### src/rtl/depacketizer_var.sv
// Flit-serial depacketizer: reassembles 1..MAX_FLITS-flit packets into one wide word.
// Malformed packets (orphan body/tail, aborted or overlength) are dropped and counted.
module depacketizer_var #(
    parameter int WIDTH_FLIT       = 36,
    parameter int VC_ADDRESS_WIDTH = 1,
    parameter int ADDRESS_WIDTH    = 4,
    parameter int MAX_FLITS        = 4,
    parameter int WIDTH_CNT        = 16,
    localparam int FLIT_DATA  = WIDTH_FLIT - 3 - VC_ADDRESS_WIDTH,
    localparam int HEAD_DATA  = FLIT_DATA - ADDRESS_WIDTH,
    localparam int WIDTH_DATA = HEAD_DATA + (MAX_FLITS - 1) * FLIT_DATA,
    localparam int WIDTH_N    = $clog2(MAX_FLITS + 1)
) (
    input  logic                        clk,
    input  logic                        rst,
    input  logic [WIDTH_FLIT-1:0]       data_in,
    input  logic                        valid_in,
    output logic                        ready_out,
    output logic [WIDTH_DATA-1:0]       data_out,
    output logic [VC_ADDRESS_WIDTH-1:0] vc_out,
    output logic [WIDTH_N-1:0]          nflits_out,
    output logic                        valid_out,
    input  logic                        ready_in,
    output logic                        err_out,
    output logic [WIDTH_CNT-1:0]        drop_count
);

    localparam logic [WIDTH_N-1:0] MAX_CNT = WIDTH_N'(MAX_FLITS);

    typedef enum logic [1:0] {
        S_IDLE,
        S_COLLECT,
        S_DROP
    } state_t;

    state_t r_state;
    state_t w_state_next;

    logic                        w_fv;
    logic                        w_head;
    logic                        w_tail;
    logic [VC_ADDRESS_WIDTH-1:0] w_vc;
    logic [FLIT_DATA-1:0]        w_payload;
    logic                        w_ready;
    logic                        w_take;

    logic [WIDTH_DATA-1:0]       r_buf;
    logic [WIDTH_N-1:0]          r_cnt;
    logic [VC_ADDRESS_WIDTH-1:0] r_vc;

    logic [WIDTH_DATA-1:0]       r_data_out;
    logic [VC_ADDRESS_WIDTH-1:0] r_vc_out;
    logic [WIDTH_N-1:0]          r_nflits_out;
    logic                        r_valid_out;
    logic                        r_err;
    logic [WIDTH_CNT-1:0]        r_drop_count;

    logic [WIDTH_DATA-1:0]       w_head_word;
    logic [WIDTH_DATA-1:0]       w_body_word;

    logic                        w_start;
    logic                        w_err;
    logic                        w_deliver;
    logic                        w_load_head;
    logic                        w_load_body;
    logic [WIDTH_DATA-1:0]       w_deliver_data;
    logic [WIDTH_N-1:0]          w_deliver_n;
    logic [VC_ADDRESS_WIDTH-1:0] w_deliver_vc;

    assign w_fv      = data_in[WIDTH_FLIT-1];
    assign w_head    = data_in[WIDTH_FLIT-2];
    assign w_tail    = data_in[WIDTH_FLIT-3];
    assign w_vc      = data_in[WIDTH_FLIT-4 -: VC_ADDRESS_WIDTH];
    assign w_payload = data_in[FLIT_DATA-1:0];

    // Backpressure depends only on the output register, never on the incoming flit.
    assign w_ready = !r_valid_out || ready_in;
    assign w_take  = valid_in && w_ready && w_fv;

    // Head flit contributes only its low payload bits; the address field is stripped.
    always_comb begin
        w_head_word = '0;
        w_head_word[HEAD_DATA-1:0] = w_payload[HEAD_DATA-1:0];
    end

    // Body flit number r_cnt lands in its own FLIT_DATA-wide slot above the head data.
    always_comb begin
        w_body_word = '0;
        for (int k = 1; k < MAX_FLITS; k++) begin
            if (r_cnt == WIDTH_N'(k)) begin
                w_body_word[HEAD_DATA + (k - 1) * FLIT_DATA +: FLIT_DATA] = w_payload;
            end
        end
    end

    always_comb begin
        w_state_next   = r_state;
        w_start        = 1'b0;
        w_err          = 1'b0;
        w_deliver      = 1'b0;
        w_load_head    = 1'b0;
        w_load_body    = 1'b0;
        w_deliver_data = w_head_word;
        w_deliver_n    = WIDTH_N'(1);
        w_deliver_vc   = w_vc;

        if (w_take) begin
            case (r_state)
                S_COLLECT: begin
                    if (w_head) begin
                        w_err   = 1'b1;
                        w_start = 1'b1;
                    end else if (w_tail) begin
                        w_deliver      = 1'b1;
                        w_deliver_data = r_buf | w_body_word;
                        w_deliver_n    = r_cnt + WIDTH_N'(1);
                        w_deliver_vc   = r_vc;
                        w_state_next   = S_IDLE;
                    end else if ((r_cnt + WIDTH_N'(1)) < MAX_CNT) begin
                        w_load_body = 1'b1;
                    end else begin
                        w_err        = 1'b1;
                        w_state_next = S_DROP;
                    end
                end
                S_DROP: begin
                    if (w_head) begin
                        w_start = 1'b1;
                    end else if (w_tail) begin
                        w_state_next = S_IDLE;
                    end
                end
                default: begin
                    if (w_head) begin
                        w_start = 1'b1;
                    end else begin
                        w_err        = 1'b1;
                        w_state_next = w_tail ? S_IDLE : S_DROP;
                    end
                end
            endcase

            // A head flit always (re)starts a packet, whatever state it arrived in.
            if (w_start) begin
                if (w_tail) begin
                    w_deliver    = 1'b1;
                    w_state_next = S_IDLE;
                end else if (MAX_FLITS > 1) begin
                    w_load_head  = 1'b1;
                    w_state_next = S_COLLECT;
                end else begin
                    w_err        = 1'b1;
                    w_state_next = S_DROP;
                end
            end
        end
    end

    always_ff @(posedge clk) begin
        if (rst) begin
            r_state <= S_IDLE;
        end else begin
            r_state <= w_state_next;
        end
    end

    always_ff @(posedge clk) begin
        if (rst) begin
            r_buf <= '0;
            r_cnt <= '0;
            r_vc  <= '0;
        end else if (w_load_head) begin
            r_buf <= w_head_word;
            r_cnt <= WIDTH_N'(1);
            r_vc  <= w_vc;
        end else if (w_load_body) begin
            r_buf <= r_buf | w_body_word;
            r_cnt <= r_cnt + WIDTH_N'(1);
        end
    end

    // A new delivery can coincide with the downstream taking the previous word.
    always_ff @(posedge clk) begin
        if (rst) begin
            r_valid_out  <= 1'b0;
            r_data_out   <= '0;
            r_vc_out     <= '0;
            r_nflits_out <= '0;
        end else if (w_deliver) begin
            r_valid_out  <= 1'b1;
            r_data_out   <= w_deliver_data;
            r_vc_out     <= w_deliver_vc;
            r_nflits_out <= w_deliver_n;
        end else if (ready_in) begin
            r_valid_out  <= 1'b0;
        end
    end

    always_ff @(posedge clk) begin
        if (rst) begin
            r_err        <= 1'b0;
            r_drop_count <= '0;
        end else begin
            r_err <= w_err;
            if (w_err && (r_drop_count != {WIDTH_CNT{1'b1}})) begin
                r_drop_count <= r_drop_count + WIDTH_CNT'(1);
            end
        end
    end

    assign ready_out  = w_ready;
    assign data_out   = r_data_out;
    assign vc_out     = r_vc_out;
    assign nflits_out = r_nflits_out;
    assign valid_out  = r_valid_out;
    assign err_out    = r_err;
    assign drop_count = r_drop_count;

endmodule

### config.mk
export PLATFORM = sky130hd
export DESIGN_NAME = depacketizer_var
export DESIGN_NICKNAME = d
export VERILOG_FILES = /design/src/rtl/depacketizer_var.sv
export SDC_FILE = /design/constraint.sdc
export NUM_CORES = 1
export LEC_CHECK = 0
export ABC_AREA = 0
export CORE_MARGIN = 8
export CORE_UTILIZATION = 43
export CTS_CLUSTER_DIAMETER = 30
export CTS_CLUSTER_SIZE = 24
export DETAILED_ROUTE_END_ITERATION = 8
export PLACE_DENSITY = 0.73
export SYNTH_ARGS = -nofsm -noshare
export SYNTH_HDL_FRONTEND = slang
export SYNTH_SLANG_ARGS = --single-unit
### constraint.sdc
create_clock -name clk -period 4.85 [get_ports clk]
set_input_delay 0.97 -clock clk [delete_from_list [all_inputs] [get_ports clk]]
set_output_delay 0.97 -clock clk [all_outputs]
set_load 0.1 [all_outputs]
==> results of run 1 <==
==> state kept, by name, indices dropped and copies added (netlist names) <==
signal	cells
r_buf	124
valid_out	1
r_cnt	3
vc_out	1
nflits_out	3
drop_count	16
data_out	124
r_vc	1
err_out	1
r_state	2
==> power breakdown <==
group | switching [W] | total, W | internal [W]
combinational | 0.000224 | 0.000312 | 0.0000880
clock | 0.00134 | 0.00396 | 0.00263
sequential | 0.0000132 | 0.00230 | 0.00229
total | 0.00158 | 0.00658 | 0.00500
==> placed cells by master, fill, tap and decap left out, types with 21 or more instances in the layout <==
master,instances
a211oi_1,31
a21o_1,21
a21oi_1,87
a22oi_1,21
a2bb2oi_1,77
clkbuf_16,59
clkdlybuf4s50_1,183
dfxtp_1,276
mux2i_1,29
nand2_1,36
nor2_1,297
nor3_1,82
o21ai_0,54
==> worst min-delay path: stages, from the launching register on <==
cell and delay, ns:
dfxtp_1 0.32, a31oi_1 0.04, nor2_1 0.07
==> cell families after synthesis <==
family                     after synthesis
muxes                                   31
adders and majority gates                7
and+or+nand+nor                        455
DFF                                    276
xor gates and xnor gates                 8
AOI/OAI and AO/OA                      299
buffers and inverters                  106
==> path summary, 6_finish.rpt <==
path	from	to	slack [ns]
max reg2reg	r_state[1]	data_out[98]	2.04
min	r_buf[123]	r_buf[123]	0.47
min reg2reg	r_buf[123]	r_buf[123]	0.47
max	drop_count[5]	drop_count[5]	1.71
==> cell type report <==
class / count / area share (%)
Multi-Input combinational cell: 800 / 31.0
Clock buffer: 66 / 10.7
Tap cell: 324 / 2.81
Sequential cell: 276 / 38.4
Timing Repair Buffer: 198 / 13.7
Inverter: 9 / 0.235
Clock inverter: 41 / 3.20
==> routing by layer <==
layer  wire length [um]  global-route usage (%)
met1              13500                    27.3
met3               2560                    5.53
met5                 13                       0
met4                600                    6.16
met2              13900                    32.0
==> per-stage QoR <==
stage	total power [W]	cell area [um^2]	util [%]	hold slack, ns
CTS	0.00663	14400	60.1	0.469
global route	0.00676	14400	60.1	0.489
detailed placement	0.00266	12400	51.8	0.458
finish	0.00658	14400	60.1	0.473
floorplan	0.00254	10400	-	0.438
global placement	0.00265	12400	51.8	0.448
==> run summary, run 1 <==
H-tree levels: 2
synth warn: 0
clk slew on worst S/H paths: 0.05 ns
Initial Util: 43.3%
R2R depth: 5
pins over their slew limit: 0
Yosys cell types: 42
placed insts: 1607
largest family of logic cells by synthesized area: compound AO/OA/AOI/OAI gates
fin crit share: 64.7%
dpl hpwl: 18.3 mm
setup TNS: 0 ns
Die W: 171 um
Post-Synthesis Cells: 1182
Pwr Density: 457 mW/mm^2
Critical Path Fanout Max: 7
Crit path max-delay family: buffers and inverters
full die area: 0.0293 mm^2
Critical Path RT: 3.88 ns
hold depth: 2
Layout area overhead: 39.0%
Vias: 9325
final hold violations: 0
Finished Layout Cells: 1714
top post-synthesis cells by count: nor2_1 (297), dfxtp_1 (276), a21oi_1 (87), nor3_1 (83), a2bb2oi_1 (77)
Syn Nets: 1229
CTS root buf: clkbuf_16
Pleak: 5.06 nW
Post-CTS Setup Bufs: 0
first-pass GRT wire length: 49.0 mm
critical path class: register to output port
1st-iter DRT viols: 846
Total GRT Usage: 20.5%
Buf/Inv on CP: 1
# rows: 57
top_reg_cell synth: dfxtp_1
Post-Synth Adder-Cell Area: 0.845%
cts bufs inserted: 58
largest net degree at the start of global routing: 101
worst slew pin tran: 1.17 ns
gr ovfl total: 0
io pins: 187
Clock Latency Late Sink: 0.56 ns
asr flop ratio synth: 0%
crit path launch type: register
GP Congestion: 0.824
Hold Path Class: register to register
Synth area leader: dfxtp_1
mux share of post-synthesis cell area: 3.02%
post-place setup slack: 1.33 ns
CP Capture Type: output port
Simple-Gate Fraction of Synth Area: 18.6%
Max rail drop VDD: 0.000264 V
number of global-route vias before repair: 8990
register area share after synthesis: 53.3%
Post-CTS Hold Buffers: 0
post-synth top area share: 53.3%
Multi-input gate area: 0.00447 mm^2
Clock Skews: 0.0358 ns
Die H: 171 um
drt wl/cell: 17.9 um
first drt pass iteration count: 5
Crit. path cell count: 1
CTS sink cnt: 276
Detail Route Antenna Nets: 0
Fill cells: 2057
TritonCTS clock tree: done
Synth Area in XOR/XNOR: 0.676%
status: completed
dominant cells by area after synthesis: dfxtp_1 (53%), nor2_1 (11%), a2bb2oi_1 (6.5%)
Slew headroom: 22.2%
worst setup margin: 1.71 ns
Antenna Cells: 0
DRC: 0
Post-Route WL: 30.7 mm
Post-synth EDFFs: 0
CP max-delay cell: clkdlybuf4s50_1
Data arrival, critical path: 2.17 ns
Peak Freq: 0.319 GHz
crit-path cells: clkdlybuf4s50_1
Mapped Area: 0.0104 mm^2
Reg area: 0.00553 mm^2
final setup fails: 0
Compound-Gate Fraction of Synth Area: 19.4%
count leader, synth: nor2_1
CP peak stage delay: 1.19 ns
vias per cell: 5.44
Clock Path Buffers: 3
Final nets: 1390
CTS resizes: 0
number of port buffers: 186
RSZ-0062 raised after global routing: no
post-route minimum period: 3.14 ns
share of layout cells above drive strength 1: 9.78%
Max Cap Viol: 0
Core Region: 0.0240 mm^2
Yosys reg bits: 276
Avg Cell Area, Syn: 8.77 um^2
initial antenna violation count: 1
No activity file was read; power rests on OpenSTA's default activity.
==> run 2: changes to the inputs <==
Clock period 4.85 ns to 3.15 ns, I/O delays scaled along.
==> run 2 against run 1 <==
Die area stayed put. Critical endpoint is now drop_count[13]. Largest cell class unchanged. Total power increased by 43%. Global-route usage fell by 0.32 points. Clock skew fell by 0.023 ns. Largest power group unchanged. Critical path type is now register to register.
==> run summary, run 2 (same netlist as run 1, synthesis figures left out) <==
hold depth: 2 (unchanged)
dpl hpwl: 19.2 mm (+4.5%)
Max Cap Viol: 0 (unchanged)
post-place setup slack: 0.288 ns (-1.04 ns)
Vias: 9166 (-1.7%)
clk slew on worst S/H paths: 0.05 ns (about the same)
R2R depth: 7 (+2)
number of global-route vias before repair: 9029 (+0.43%)
TritonCTS clock tree: done
first-pass GRT wire length: 48.1 mm (-1.8%)
first drt pass iteration count: 5 (unchanged)
Layout area overhead: 34.2%
Critical Path Fanout Max: 13 (+6)
RSZ-0062 raised after global routing: no
most frequent cells in the layout: nor2_1 (297), dfxtp_1 (276), buf_4 (163)
largest net degree at the start of global routing: 103 (+2.0%)
Detail Route Antenna Nets: 0 (unchanged)
Max rail drop VDD: 0.000404 V (+53%)
GP Congestion: 0.822 (-0.25%)
Pleak: 5.34 nW (+5.5%)
final setup fails: 0 (unchanged)
Worst R2R Setup Slack: 0.71 ns (-1.33 ns)
worst setup margin: 0.706 ns (-1.01 ns)
share of layout cells above drive strength 1: 19.8% (+10 points)
Peak Freq: 0.409 GHz
final hold violations: 0 (unchanged)
Total GRT Usage: 20.2% (-0.32 points)
Antenna Cells: 0 (unchanged)
placed insts: 1618 (+0.68%)
DRC: 0 (unchanged)
Clock Skews: 0.0127 ns (-0.0231 ns)
gr ovfl total: 0 (unchanged)
pins over their slew limit: 0 (unchanged)
io pins: 187 (unchanged)
crit path launch type: register
# rows: 57 (unchanged)
Slew headroom: 37.1% (+15 points)
vias per cell: 5.36 (-1.4%)
worst slew pin tran: 0.943 ns (-0.224 ns)
Finished Layout Cells: 1709 (-0.29%)
Hold Path Sink: data_out[114]
Hold Path Class: primary input to register
Initial Util: 43.3% (unchanged)
Core Region: 0.0240 mm^2 (unchanged)
post-route minimum period: 2.44 ns
CTS resizes: 0 (unchanged)
drt wl/cell: 17.7 um (-0.79%)
Pwr Density: 677 mW/mm^2 (+48%)
CP Capture Type: register
number of port buffers: 186 (unchanged)
full die area: 0.0293 mm^2 (unchanged)
fin crit share: 77.6%
Data arrival, critical path: 2.90 ns (+0.73 ns)
placed instance area: 0.0122 mm^2 (-1.8%)
Die H: 171 um (unchanged)
Post-CTS Setup Bufs: 0 (unchanged)
Total Power: 0.00942 W (+43%)
cts bufs inserted: 49 (-16%)
Post-Route WL: 30.3 mm (-1.1%)
1st-iter DRT viols: 695 (-18%)
critical path class: register to register
H-tree levels: 2 (unchanged)
setup TNS: 0 ns (unchanged)
commonest non-fill, non-tap cell in the layout: nor2_1
RR Endpoint: drop_count[13]
Post-CTS Hold Buffers: 0 (unchanged)
initial antenna violation count: 1 (unchanged)
Critical R2R Launch: r_cnt[0]
Die W: 171 um (unchanged)
status: completed
Clock Latency Late Sink: 0.52 ns (-0.04 ns)
Critical Path RT: 3.60 ns (-0.28 ns)
cell area after layout: 0.0139 mm^2 (-3.4%)
Clock Path Buffers: 3 (unchanged)
Final nets: 1392 (+0.14%)
CTS sink cnt: 276 (unchanged)
hold path start: rst
CTS root buf: clkbuf_16
-- run 2: worst max-delay path by stage --
stage / start / slack [ns] / cells past startpoint / end
after floorplan: valid_out / 0.22 / 8 / data_out[100]
after global placement: ready_in / 0.40 / 8 / r_buf[72]
after detailed placement: data_in[33] / 0.29 / 7 / data_out[19]
after CTS: r_cnt[0] / 0.71 / 7 / drop_count[13]
after global routing: r_cnt[0] / 0.54 / 7 / drop_count[13]
final: r_cnt[0] / 0.71 / 7 / drop_count[13]
-- run 2: through the flow --
| stage | util, % | hold WS (ns) |
|---|---|---|
| final | 58.1 | 0.424 |
| after global routing | 58.1 | 0.417 |
| after CTS | 58.1 | 0.400 |
| after detailed placement | 50.8 | 0.463 |
| after global placement | 50.8 | 0.448 |
| after floorplan | - | 0.438 |
-- run 2: layout make-up --
type                    count  area, um^2
fillers                  2108       10000
clock buffers              65        1390
well taps                 324         405
repair buffers            209        1750
flip-flops and latches    276        5530
multi-input cells         800        4470
clock inverters            26         342
inverters                   9        33.8
-- run 2: worst max-delay path, stage by stage, from the launching register on --
cell and delay, ns:
dfxtp_1 0.44, ha_1 0.20, ha_2 0.30, nor2_2 0.14
o221ai_4 0.18, or3_4 0.47, or4_1 0.51, a21oi_1 0.14
-- run 2: report_power, final --
group	total [W]	internal (W)	switching (W)
combinational	0.000489	0.000140	0.000349
clock	0.00538	0.00361	0.00177
sequential	0.00354	0.00352	0.0000181
total	0.00942	0.00727	0.00214
-- run 2: routing by layer --
layer	global-route usage (%)	wire length [um]	vias up
met2	32.1	13800	283
met3	6.01	2390	36
li1	-	-	4471
met5	0	13	-
met1	26.5	13700	4374
met4	4.99	408	2
==> run 3: changes to the inputs <==
Settings changed: PLACE_DENSITY 0.73 to 0.76.
Clock period 3.15 ns to 2.1 ns, I/O delays scaled along.
==> run 3 against run 2 <==
The flow now finishes with violations (setup timing). Flip-flop and latch count is the same. Clock power grew 53%. Wire length grew 3.7%. Count of clock-buffer cells in the layout grew 1. Sequential share of layout area shrank 1.3 points. Worst setup slack lost 0.72 ns. Final cell count grew 2.1%. Register-to-register slack lost 0.72 ns. Cell area grew 4.2%. Highest routed layer is now met4. First-iteration DRC count shrank 6.3%.
==> run summary, run 3 (same netlist as run 1, synthesis figures left out) <==
Clock Latency Late Sink: 0.53 ns (about the same)
final setup fails: 1 (+1)
Clock Skews: 0.0185 ns (+0.00579 ns)
Fill cells: 2042 (-3.1%)
M2 GR Usage: 33.7% (+1.6 points)
utilization after layout: 60.5% (+2.4 points)
Hold Path Class: primary input to register
# rows: 57 (unchanged)
Detail Route Antenna Nets: 0 (unchanged)
R2R depth: 8 (+1)
clk slew on worst S/H paths: 0.05 ns (about the same)
H-tree levels: 2 (unchanged)
placed insts: 1651 (+2.0%)
gr ovfl total: 0 (unchanged)
pins over their slew limit: 0 (unchanged)
worst setup margin: -0.0116 ns (-0.718 ns)
Total GRT Usage: 20.7% (+0.55 points)
first drt pass iteration count: 5 (unchanged)
full die area: 0.0293 mm^2 (unchanged)
Critical Path Fanout Max: 6 (-7)
Clock Path Buffers: 3 (unchanged)
met3 Use GR: 5.94% (-0.069 points)
dpl hpwl: 20.4 mm (+6.4%)
Antenna Cells: 0 (unchanged)
final hold violations: 0 (unchanged)
io pins: 187 (unchanged)
RSZ-0062 raised after global routing: yes
global route hottest layer: met2
Layout area overhead: 39.9%
CP Capture Type: register
Post-Route WL: 31.4 mm (+3.7%)
1st-iter DRT viols: 651 (-6.3%)
CTS sink cnt: 276 (unchanged)
Critical Path RT: 2.55 ns (-1.05 ns)
drt wl/cell: 18.0 um (+1.6%)
number of port buffers: 186 (unchanged)
status: finished with violations
first-pass GRT wire length: 49.3 mm (+2.5%)
number of global-route vias before repair: 9227 (+2.2%)
Die W: 171 um (unchanged)
Total Power: 0.0143 W (+52%)
CTS root buf: clkbuf_16
fin crit share: 101% (+23 points)
Die H: 171 um (unchanged)
Max rail drop VDD: 0.000605 V (+50%)
worst slew pin tran: 0.661 ns (-0.282 ns)
vias per cell: 5.38 (+0.30%)
hold depth: 2 (unchanged)
post-route minimum period: 2.11 ns (-0.332 ns)
Finished Layout Cells: 1745 (+2.1%)
cts bufs inserted: 50 (+2.0%)
Pleak: 5.63 nW (+5.6%)
DRC: 0 (unchanged)
crit path launch type: register
critical path class: register to register
met1 Use GR: 26.6% (+0.089 points)
most frequent cells in the layout: nor2_1 (297), dfxtp_1 (257), buf_4 (186)
Peak Freq: 0.474 GHz (+16%)
Data arrival, critical path: 2.56 ns (-0.34 ns)
share of layout cells above drive strength 1: 23.6% (+3.9 points)
commonest non-fill, non-tap cell in the layout: nor2_1
failing checks: setup timing
Pwr Density: 988 mW/mm^2 (+46%)
Slew headroom: 55.8% (+19 points)
Max Cap Viol: 0 (unchanged)
setup TNS: -0.0116 ns (-0.0116 ns)
GP Congestion: 0.861 (+4.8%)
initial antenna violation count: 0 (-1)
largest net degree at the start of global routing: 75 (-27%)
Initial Util: 43.3% (unchanged)
Post-CTS Hold Buffers: 0 (unchanged)
Vias: 9387 (+2.4%)
Final nets: 1430 (+2.7%)
post-place setup slack: -0.242 ns (-0.530 ns)
TritonCTS clock tree: done
Core Region: 0.0240 mm^2 (unchanged)
-- run 3: cell count changes in the layout (fill, tap and decap cells not counted), moves of 3 or more --
cell	delta
dfxtp_2	+10
dfxtp_1	-19
clkinv_4	-3
ha_4	+3
dfxtp_4	+9
buf_12	+12
buf_4	+23
-- run 3: timing repair --
| action | 4_1_cts | 5_1_grt |
|---|---|---|
| cloned | 0 | 1 |
| pin swaps | 3 | 6 |
| resized for setup | 0 | 7 |
| buffers inserted | 0 | 3 |
| setup endpoints to repair | 5 | 71 |
| hold endpoints to repair | 0 | 0 |
-- run 3: where the power goes --
group / leakage (nW) / switching [W] / internal (W)
combinational: 2.54 / 0.000535 / 0.000250
sequential: 2.24 / 0.0000267 / 0.00528
clock: 0.861 / 0.00261 / 0.00562
total: 5.63 / 0.00317 / 0.0111
-- run 3: layout make-up --
cell class | instances | area, um^2 | share of cell area, %
Clock buffer | 66 | 1420 | 9.82
Clock inverter | 24 | 329 | 2.27
Inverter | 9 | 33.8 | 0.233
Multi-Input combinational cell | 801 | 4560 | 31.4
Sequential cell | 276 | 5570 | 38.4
Tap cell | 324 | 405 | 2.80
Timing Repair Buffer | 245 | 2170 | 15.0
-- run 3: routing by layer --
metal  routed length [um]  vias to the layer above
met5                    0                        -
met4                  503                        0
met3                 2460                       41
met2                14600                      318
met1                13900                     4500
li1                     -                     4528
-- run 3: critical path, cell delays in order (launching register included) --
cell and delay, ns:
dfxtp_4 0.35, ha_4 0.16, ha_4 0.24, nor2_4 0.10
o221ai_4 0.10, or3_4 0.41, buf_12 0.15, or4_4 0.41
a21oi_2 0.12
-- run 3: path summary, 6_finish.rpt --
check                                start        endpoint  slack (ns)
worst max-delay path              r_cnt[1]   drop_count[6]       -0.01
worst min-delay path                   rst  drop_count[12]        0.28
worst max register to register    r_cnt[1]   drop_count[6]       -0.01
worst min register to register  r_buf[123]      r_buf[123]        0.47
-- run 3: metrics by stage --
step                area (um^2)  hold WS (ns)
global route              14500         0.286
global placement          12700         0.448
finish                    14500         0.283
CTS                       14400         0.260
detailed placement        12700         0.457
floorplan                 10500         0.438
